$ cat src/rtl/id_ex_operand_stage.sv
// ID/EX pipeline register with immediate extension, operand forwarding
// and load-use hazard detection feeding the ALU.
module id_ex_operand_stage #(
    parameter int DATA_W = 32,
    parameter int RA_W   = 5
) (
    input  logic              clk,
    input  logic              reset,
    input  logic              id_valid,
    input  logic [RA_W-1:0]   id_rs,
    input  logic [RA_W-1:0]   id_rt,
    input  logic [RA_W-1:0]   id_rd,
    input  logic [DATA_W-1:0] id_rs_data,
    input  logic [DATA_W-1:0] id_rt_data,
    input  logic [15:0]       id_imm,
    input  logic [2:0]        id_alu_op,
    input  logic              id_alu_src,
    input  logic              id_reg_dst,
    input  logic              id_reg_write,
    input  logic              id_mem_read,
    input  logic              id_mem_write,
    input  logic              id_mem_to_reg,
    input  logic              id_uses_rt,
    input  logic              flush,
    input  logic              hold,
    input  logic              exmem_reg_write,
    input  logic [RA_W-1:0]   exmem_rd,
    input  logic [DATA_W-1:0] exmem_result,
    input  logic              memwb_reg_write,
    input  logic [RA_W-1:0]   memwb_rd,
    input  logic [DATA_W-1:0] memwb_result,
    output logic              load_use_stall,
    output logic [DATA_W-1:0] alu_reg1,
    output logic [DATA_W-1:0] alu_reg2,
    output logic [2:0]        alu_op,
    output logic              ex_valid,
    output logic              ex_reg_write,
    output logic              ex_mem_read,
    output logic              ex_mem_write,
    output logic              ex_mem_to_reg,
    output logic [RA_W-1:0]   ex_dest,
    output logic [DATA_W-1:0] ex_store_data
);

    localparam logic [2:0] OP_ADD = 3'b010;
    localparam logic [2:0] OP_SUB = 3'b110;
    localparam logic [2:0] OP_SLT = 3'b111;

    typedef struct packed {
        logic              valid;
        logic              reg_write;
        logic              mem_read;
        logic              mem_write;
        logic              mem_to_reg;
        logic              alu_src;
        logic [2:0]        alu_op;
        logic [RA_W-1:0]   dest;
        logic [RA_W-1:0]   rs;
        logic [RA_W-1:0]   rt;
        logic [DATA_W-1:0] rs_data;
        logic [DATA_W-1:0] rt_data;
        logic [DATA_W-1:0] imm;
    } id_ex_t;

    id_ex_t            ex_q;
    id_ex_t            cap;
    logic              sign_ext;
    logic [DATA_W-1:0] imm_ext;
    logic              rs_hit;
    logic              rt_hit;
    logic [DATA_W-1:0] fwd_rs;
    logic [DATA_W-1:0] fwd_rt;

    // Arithmetic ops take a signed immediate; logical ops and LUI do not.
    assign sign_ext = (id_alu_op == OP_ADD) || (id_alu_op == OP_SUB)
                   || (id_alu_op == OP_SLT);

    assign imm_ext = sign_ext
        ? {{(DATA_W-16){id_imm[15]}}, id_imm}
        : {{(DATA_W-16){1'b0}}, id_imm};

    always_comb begin
        cap = '0;
        if (id_valid) begin
            cap.valid      = 1'b1;
            cap.reg_write  = id_reg_write;
            cap.mem_read   = id_mem_read;
            cap.mem_write  = id_mem_write;
            cap.mem_to_reg = id_mem_to_reg;
            cap.alu_src    = id_alu_src;
            cap.alu_op     = id_alu_op;
            cap.dest       = id_reg_dst ? id_rd : id_rt;
            cap.rs         = id_rs;
            cap.rt         = id_rt;
            cap.rs_data    = id_rs_data;
            cap.rt_data    = id_rt_data;
            cap.imm        = imm_ext;
        end
    end

    assign rs_hit = (ex_q.dest == id_rs);
    assign rt_hit = id_uses_rt && (ex_q.dest == id_rt);

    assign load_use_stall = ex_q.valid && ex_q.mem_read && id_valid
                         && (ex_q.dest != '0) && (rs_hit || rt_hit)
                         && !hold && !flush;

    always_ff @(posedge clk) begin
        if (reset) begin
            ex_q <= '0;
        end else if (flush) begin
            ex_q <= '0;
        end else if (!hold) begin
            if (load_use_stall) ex_q <= '0;
            else                ex_q <= cap;
        end
    end

    // EX/MEM is the younger producer, so it takes precedence over MEM/WB.
    function automatic logic [DATA_W-1:0] fwd(
        input logic [RA_W-1:0]   src,
        input logic [DATA_W-1:0] rf
    );
        logic [DATA_W-1:0] v;
        v = rf;
        if (exmem_reg_write && (exmem_rd != '0) && (exmem_rd == src))
            v = exmem_result;
        else if (memwb_reg_write && (memwb_rd != '0) && (memwb_rd == src))
            v = memwb_result;
        return v;
    endfunction

    assign fwd_rs = fwd(ex_q.rs, ex_q.rs_data);
    assign fwd_rt = fwd(ex_q.rt, ex_q.rt_data);

    assign alu_reg1      = fwd_rs;
    assign alu_reg2      = ex_q.alu_src ? ex_q.imm : fwd_rt;
    assign ex_store_data = fwd_rt;
    assign alu_op        = ex_q.alu_op;
    assign ex_valid      = ex_q.valid;
    assign ex_reg_write  = ex_q.reg_write;
    assign ex_mem_read   = ex_q.mem_read;
    assign ex_mem_write  = ex_q.mem_write;
    assign ex_mem_to_reg = ex_q.mem_to_reg;
    assign ex_dest       = ex_q.dest;

endmodule

$ cat config.mk
export PLATFORM = sky130hd
export DESIGN_NAME = id_ex_operand_stage
export DESIGN_NICKNAME = d
export VERILOG_FILES = /design/src/rtl/id_ex_operand_stage.sv
export SDC_FILE = /design/constraint.sdc
export NUM_CORES = 1
export LEC_CHECK = 0
export CAP_MARGIN = 20
export CELL_PAD_IN_SITES_DETAIL_PLACEMENT = 0
export CELL_PAD_IN_SITES_GLOBAL_PLACEMENT = 1
export CORE_AREA = 2 2 136 138
export CTS_BUF_LIST = sky130_fd_sc_hd__clkbuf_4 sky130_fd_sc_hd__clkbuf_8
export DETAILED_ROUTE_END_ITERATION = 12
export DIE_AREA = 0 0 138 140
export PLACE_DENSITY = 0.95
export SLEW_MARGIN = 20
export SYNTH_ARGS = -nofsm -noshare
export SYNTH_HDL_FRONTEND = slang
export SYNTH_SLANG_ARGS = --single-unit
$ cat constraint.sdc
create_clock -name clk -period 6.9 [get_ports clk]
set_input_delay 1.38 -clock clk [delete_from_list [all_inputs] [get_ports clk]]
set_output_delay 1.38 -clock clk [all_outputs]
set_load 0.1 [all_outputs]
-- Word-level counts from Yosys, hierarchy flattened
Index checks and enable logic that the tools add are counted.
- bits in read-only memories: 0
- memories kept: 0
- bits of input ports: 186
- latch bits: 0
- bits in registers: 120
- logic and storage cells: 53
- bits in writable memories: 0
- reductions and logical operators: 22
- multipliers: 0
- div/mod/pow operators: 0
- multiplexer cells: 9
- $add $sub $neg: 0
- magnitude comparators: 0
- shift-type cells: 0
- equal/unequal tests: 9
- bitwise logic cells: 0
- operators with widths (kind ; count):
    $mux 120 ; 2
    $mux 32 ; 6
    $eq 5x5->1 ; 6
    $reduce_bool 5->1 ; 3
    $logic_and 1x1->1 ; 13
    $eq 3x3->1 const B ; 2
    $mux 5 ; 1
    $eq 3x2->1 const B ; 1
    $logic_or 1x1->1 ; 3
    $logic_not 1->1 ; 2
    $reduce_or 2->1 ; 1

-- Depth between registers and ports, before layout
Gate-level depths: netlist (run 1).
- depth in word-level cells: 7
- depth in mapped cells: 7
- gate-level depth less buffers: 5

-- Worst setup path after synthesis (run 1)
OpenSTA, ideal clock, no wires.
- path kind: input -> output
- start: input port exmem_rd[1]
- end: output port alu_reg2[11]
- arrival: 4.974 ns
- stages: 7
- path slack: 0.546 ns
- buffers on the path: 2
- path through: or4_1 o211ai_2 or2_2 buf_2 buf_2 nor2_1 o31ai_1
- word-level cells in the longest chain between the ends: 5
- elaborated cells on any way between the ends: 6
- those cells by class: eq/ne: 1; mux: 2; reduce/logical: 3
- RTL lines (element ; line ; RTL):
    start: declaration ; 27 ; input logic [RA_W-1:0] exmem_rd,
    $reduce_bool 5->1 ; 126 ; if (exmem_reg_write && (exmem_rd != '0) && (exmem_rd == src))
    $logic_and 1x1->1 ; 126 ;
    $logic_and 1x1->1 (*) ; 126 ;
    $mux 32 (*) ; 126 ;
    $mux 32 (*) ; 137 ; assign alu_reg2 = ex_q.alu_src ? ex_q.imm : fwd_rt;
    end: declaration ; 34 ; output logic [DATA_W-1:0] alu_reg2,
Mark *: on every way between the ends. The rest lies on a longest branch, timed or not.

-- Worst setup path after layout (run 1)
- start: input port memwb_rd[1]
- end: output port alu_reg2[29]
- word-level cells in the longest chain between the ends: 6
- elaborated cells on any way between the ends: 7
- those cells by class: eq/ne: 1; mux: 3; reduce/logical: 3
- RTL lines (element ; line ; RTL):
    start: declaration ; 30 ; input logic [RA_W-1:0] memwb_rd,
    $reduce_bool 5->1 ; 128 ; else if (memwb_reg_write && (memwb_rd != '0) && (memwb_rd == src))
    $logic_and 1x1->1 ; 128 ;
    $logic_and 1x1->1 (*) ; 128 ;
    $mux 32 (*) ; 128 ;
    $mux 32 (*) ; 126 ;
    $mux 32 (*) ; 137 ;
Marks and branches as above.

==> run summary, run 1 <==
die width: 138 um
Comb power frac: 28.4%
initial antenna violation count: 0
ANT nets after route: 0
worst hold start: ex_q[30]
drt initial violations: 315
gp weighted congestion: 0.878
Post-Syn Instances: 604
PD cells: 178 mW/mm^2
Yosys cell types: 35
post-layout min period: 5.86 ns
number of diodes: 0
data arrival time of the critical path: 4.48 ns
R2R cell count: 6
fmax: 0.171 GHz
count of final max-slew check failures: 0
Initial Util: 30.7%
share of layout cells above drive strength 1: 16.4%
Pre-antenna DRT Iters: 4
cell with the most instances after synthesis: dfxtp_1
PortBufs: 295
CTS Buf Count: 9
worst r2r dst: ex_q[74]
CP max FO: 14
CTS clk-pin slew, worst paths: 0.10 ns
CP dominant cell by count: buf_4
H-tree levels: 3
Post-CTS Setup Bufs: 0
wirelength, routed: 22200 um
CTS Buffer Depth: 2
synth cell count leaders: dfxtp_1 (105), a22o_1 (103), nor2_1 (87), clkbuf_1 (36)
Worst setup SP type: primary input
maximum VDD drop: 0.0937 mV
fin nets: 1045
Clock power frac: 30.0%
gr usage total: 22.1%
top_reg_cell synth: dfxtp_1
Post-Syn Nets: 790
Post-CTS Resized: 0
Critical Path Max Stage Delay: 0.62 ns
Lkg Pwr: 3.29 nW
post-synthesis sequential area ratio: 38.5%
worst path bufs/invs: 3
row count: 49
I/O pins: 296
hold-critical path endpoint: ex_q[30]
clock sinks: 105
hold_buf cts: 0
Final period util: 84.9%
Pint: 0.00101 W
Crit path max-delay family: compound AO/OA/AOI/OAI gates
asr flop ratio synth: 0%
worst min path class: reg2reg
core area: 0.0178 sq mm
Area contributors post-synth: dfxtp_1 (38%), a22o_1 (17%), nor2_1 (6.0%)
Seq pwr share: 41.5%
Warnings, synthesis: 0
Worst R2R Setup Slack: 4.29 ns
worst rel slew slack: 28.8%
number of enable flip-flop cells after synthesis: 0
Hold Path Stages: 1
largest net degree at the start of global routing: 106
Yosys reg bits: 105
DR WL/cell: 20.3 um
die height: 140 um
CP Class: in2out
Worst Max-Slew Pin Slew: 1.07 ns
worst setup path start: memwb_rd[1]
largest register by flop count: ex_q
worst endpoint required time: 5.52 ns
RSZ-0062 raised after global routing: false
CP cell instances: clkdlybuf4s50_1 -> or4_1 -> o211ai_1 -> nor2_2 -> buf_4 -> a211oi_1 -> o31ai_1 -> buf_4
Sw Share: 33.4%
status: finished clean
post-route DRC violation count: 0
root buf cell: clkbuf_8
Remaining Overflow, GRT: 0
Mean Syn Cell Area: 9.05 sq um
via count: 5854
total power: 0.00151 W
Syn Std Cell Area: 0.00547 sq mm
area share of the leading cell type in the synthesized netlist: 38.5%
die area: 0.0193 sq mm
Largest register FFs: 92
slowest CP cell: o211ai_1
MaxCap Viol Count: 0
Psw: 0.000505 W
clock skew: 0.0115 ns
worst-skew pair later-pin latency: 0.38 ns
post-DP HPWL: 16200 um
CP endpoint kind: output port
vias per cell: 5.36
TritonCTS clock tree: built
Final Hold Viols: 0
post-synth top area cell: dfxtp_1
first-pass GRT wire length: 33600 um
post-route setup TNS: 0 ns
Crit Reg-Reg Startpoint: ex_dest[1]
WHS: 0.475 ns
area grow syn2layout: 55.6%
Final Setup Violations: 0
vias in the first global route: 5874
==> layout by cell type, fill, tap and decap left out, drive strengths merged, types with 7 or more instances in the layout <==
master and n:
nor3 8, nand2 14, mux2 12, clkbuf 12
xnor2 26, a22o 103, a31oi 7, mux2i 32
o31ai 25, clkdlybuf4s50 199, buf 105, nand3 9
o21ai 8, nor2 87, dfxtp 105, a21boi 26
a21oi 32, a211oi 25
==> how the worst max path moves through the flow <==
stage | end | slack (ns) | depth (start not counted)
after floorplan | alu_reg2[11] | 0.55 | 7
after global placement | alu_reg2[29] | 1.08 | 8
after detailed placement | alu_reg2[29] | 1.05 | 8
after CTS | alu_reg2[29] | 1.03 | 8
after global routing | alu_reg2[31] | 0.82 | 8
final | alu_reg2[29] | 1.04 | 8
==> per-stage QoR <==
step | cells | instance area [sq um] | setup WS [ns] | util (%)
CTS | 1093 | 8500 | 1.03 | 47.8
global placement | 1077 | 8270 | 1.08 | 46.5
floorplan | 604 | 5470 | 0.546 | -
global route | 1093 | 8510 | 0.820 | 47.9
finish | 1093 | 8510 | 1.04 | 47.9
detailed placement | 1077 | 8270 | 1.05 | 46.5
==> final cells by class <==
type                            count  area, sq um
Clock buffer                       12          159
Clock inverter                      4         75.1
Fill cell                        1712         9270
Inverter                            1         3.75
Multi-Input combinational cell    438         3100
Sequential cell                   105         2100
Tap cell                          229          287
Timing Repair Buffer              304         2780
==> kinds of logic after synthesis <==
| group | Yosys count | share of synthesized area [%] |
|---|---|---|
| and+or+nand+nor | 131 | 10.3 |
| buffers and inverters | 61 | 5.26 |
| DFF | 105 | 38.5 |
| AOI/OAI and AO/OA | 233 | 32.9 |
| muxes | 44 | 8.33 |
| xor gates and xnor gates | 30 | 4.81 |
==> routing by layer <==
layer  wire length (um)  track usage [%]  up-vias
met5                  0                0        -
met3               1590             5.33       30
met2              11000             38.9      246
met1               9100             26.8     2802
li1                   -                -     2776
met4                470             6.71        0
==> worst reg2reg max path: cells and delay by family, from the launching register on <==
| kind | cells | cell delay [ns] |
|---|---|---|
| compound gates | 2 | 0.73 |
| buf+inv | 1 | 0.68 |
| flops | 1 | 0.39 |
| simple gates | 3 | 0.77 |
==> power groups by stage <==
stage	sequential, W	clock, W	combinational [W]
2_1_floorplan	0.000643	0	0.000248
3_3_place_gp	0.000642	0	0.000427
3_5_place_dp	0.000642	0	0.000429
4_1_cts	0.000628	0.000466	0.000431
5_1_grt	0.000630	0.000488	0.000447
6_report	0.000628	0.000454	0.000430
No activity file was read; power rests on OpenSTA's default activity.
==> run 2, diff against run 1 <==
--- a/config.mk
+++ b/config.mk
@@ -8,11 +8,11 @@
 export CAP_MARGIN = 20
 export CELL_PAD_IN_SITES_DETAIL_PLACEMENT = 0
 export CELL_PAD_IN_SITES_GLOBAL_PLACEMENT = 1
-export CORE_AREA = 2 2 136 138
+export CORE_AREA = 2 2 148 150
 export CTS_BUF_LIST = sky130_fd_sc_hd__clkbuf_4 sky130_fd_sc_hd__clkbuf_8
 export DETAILED_ROUTE_END_ITERATION = 12
-export DIE_AREA = 0 0 138 140
-export PLACE_DENSITY = 0.95
+export DIE_AREA = 0 0 150 152
+export PLACE_DENSITY = 0.86
 export SLEW_MARGIN = 20
 export SYNTH_ARGS = -nofsm -noshare
 export SYNTH_HDL_FRONTEND = slang
==> constraint.sdc (replaced) <==
create_clock -name clk -period 5.2 [get_ports clk]
set_input_delay 1.04 -clock clk [delete_from_list [all_inputs] [get_ports clk]]
set_output_delay 1.04 -clock clk [all_outputs]
set_load 0.1 [all_outputs]
==> run summary, run 2 (synthesis gave the netlist of run 1 again) <==
PortBufs: 295
worst path bufs/invs: 3
PD cells: 208 mW/mm^2
largest register by flop count: ex_q
data arrival time of the critical path: 3.75 ns
Comb power frac: 32.3%
vias in the first global route: 6168
Post-CTS Resized: 0
Crit Reg-Reg Startpoint: ex_dest[0]
initial antenna violation count: 1
MaxCap Viol Count: 0
clock sinks: 105
Final Setup Violations: 0
fin nets: 1052
slowest CP cell: or4_1
Pre-antenna DRT Iters: 4
post-DP HPWL: 17500 um
final setup margin: 0.405 ns
die height: 152 um
RSZ-0062 raised after global routing: false
number of fill cells: 2008
fmax: 0.209 GHz
H-tree levels: 3
worst setup path start: memwb_rd[1]
Reg area: 0.00210 sq mm
Clock power frac: 27.9%
root buf cell: clkbuf_8
CP max FO: 32
Critical Path Max Stage Delay: 0.60 ns
Lkg Pwr: 3.71 nW
first-pass GRT wire length: 36100 um
CTS clk-pin slew, worst paths: 0.10 ns
CP Class: in2out
count of final max-slew check failures: 0
Largest register FFs: 92
most frequent cells in the layout: clkdlybuf4s50_1 (198), dfxtp_1 (104), a22o_1 (103)
vias per cell: 5.11
Placed Instance Area: 0.00983 sq mm
pre-CTS WS: 0.392 ns
worst rel slew slack: 32.7%
share of layout cells above drive strength 1: 20.9%
total power: 0.00209 W
I/O pins: 296
clock skew: 0.0176 ns
worst min path class: reg2reg
CTS Buf Count: 9
Worst setup SP type: primary input
Final period util: 92.2%
Post-CTS Setup Bufs: 0
CP cell instances: clkdlybuf4s50_1 -> or4_1 -> o211a_1 -> buf_4 -> a21boi_0 -> a211oi_1 -> o31ai_2 -> buf_12
fin util: 47.1%
row count: 54
DR WL/cell: 20.8 um
Sw Share: 33.4%
worst endpoint required time: 4.16 ns
R2R cell count: 6
via count: 5882
TritonCTS clock tree: built
worst hold start: ex_q[33]
worst-skew pair later-pin latency: 0.38 ns
area of the multi-input gates: 0.00327 sq mm
area grow syn2layout: 83.9%
Remaining Overflow, GRT: 0
die width: 150 um
die area: 0.0228 sq mm
status: finished clean
Seq pwr share: 39.8%
wirelength, routed: 24000 um
ANT nets after route: 0
Crit path max-delay family: compound AO/OA/AOI/OAI gates
gr usage total: 20.7%
hold_buf cts: 0
post-layout min period: 4.79 ns
maximum VDD drop: 0.141 mV
core area: 0.0214 sq mm
drt initial violations: 207
most common cell after layout, fill and taps aside: clkdlybuf4s50_1
largest net degree at the start of global routing: 100
post-route DRC violation count: 0
Initial Util: 25.6%
Psw: 0.000699 W
Final Hold Viols: 0
Worst Max-Slew Pin Slew: 1.01 ns
gp weighted congestion: 0.830
CP endpoint kind: output port
post-route setup TNS: 0 ns
Pint: 0.00139 W
cell area after layout: 0.0101 sq mm
CTS Buffer Depth: 2
Crit path depth: 8
Hold Path Stages: 1
[run 2: cell types whose count changed in the layout (fill, tap and decap cells not counted), sizes merged]
| cell | change |
|---|---|
| buf | +8 |
| clkbuf | -2 |
| clkdlybuf4s50 | -1 |
| clkinv | +3 |
| clkinvlp | -2 |
| diode | +1 |
| inv | +1 |
[run 2: routing by layer]
metal | part of all wire [%] | up-vias | GRT usage, %
met2 | 48 | 251 | 34.8
met4 | 4.0 | 0 | 9.88
met3 | 8.1 | 46 | 5.59
li1 | - | 2794 | -
met1 | 40 | 2791 | 24.2
met5 | 0 | - | 0
[run 2: layout make-up]
cell class / count / share of cell area (%)
clock inverters: 6 / 0.908
diodes: 1 / 0.0249
well taps: 280 / 3.48
flip-flops and latches: 105 / 20.9
repair buffers: 311 / 40.8
multi-input cells: 438 / 32.5
inverters: 1 / 0.0373
clock buffers: 10 / 1.31
[run 2: worst paths after layout]
kind | slack (ns) | to
setup reg to reg | 2.41 | ex_q[60]
setup / recovery | 0.41 | alu_reg2[30]
hold / removal | 0.48 | ex_q[33]
hold reg to reg | 0.48 | ex_q[33]
[run 2: per-stage QoR]
stage | std cells | hold WS, ns
final | 1152 | 0.478
after detailed placement | 1135 | 0.450
after CTS | 1151 | 0.482
after global placement | 1135 | 0.450
after global routing | 1152 | 0.491
after floorplan | 604 | 0.436
[run 2: worst reg2reg max path, cell delays in order, from the launching register on]
cell       delay [ns]
dfxtp_1          0.40
or4_1            0.54
nor2_1           0.11
nor3_1           0.10
a2111oi_4        0.83
buf_12           0.49
a22o_1           0.26
[run 2: power by group through the flow]
| stage | Clock [W] | Combinational [W] | Sequential [W] |
|---|---|---|---|
| finish | 0.000585 | 0.000676 | 0.000832 |
| global route | 0.000645 | 0.000700 | 0.000834 |
| CTS | 0.000610 | 0.000678 | 0.000832 |
| detailed placement | 0 | 0.000677 | 0.000850 |
| global placement | 0 | 0.000672 | 0.000850 |
| floorplan | 0 | 0.000335 | 0.000853 |
==> run 3, diff against run 2 <==
--- a/config.mk
+++ b/config.mk
@@ -10,6 +10,7 @@
 export CELL_PAD_IN_SITES_GLOBAL_PLACEMENT = 1
 export CORE_AREA = 2 2 148 150
 export CTS_BUF_LIST = sky130_fd_sc_hd__clkbuf_4 sky130_fd_sc_hd__clkbuf_8
+export CTS_CLUSTER_DIAMETER = 120
 export DETAILED_ROUTE_END_ITERATION = 12
 export DIE_AREA = 0 0 150 152
 export PLACE_DENSITY = 0.86
==> results of run 3 <==
Same layout as run 2: the final DEF is identical, and so are final timing and power.
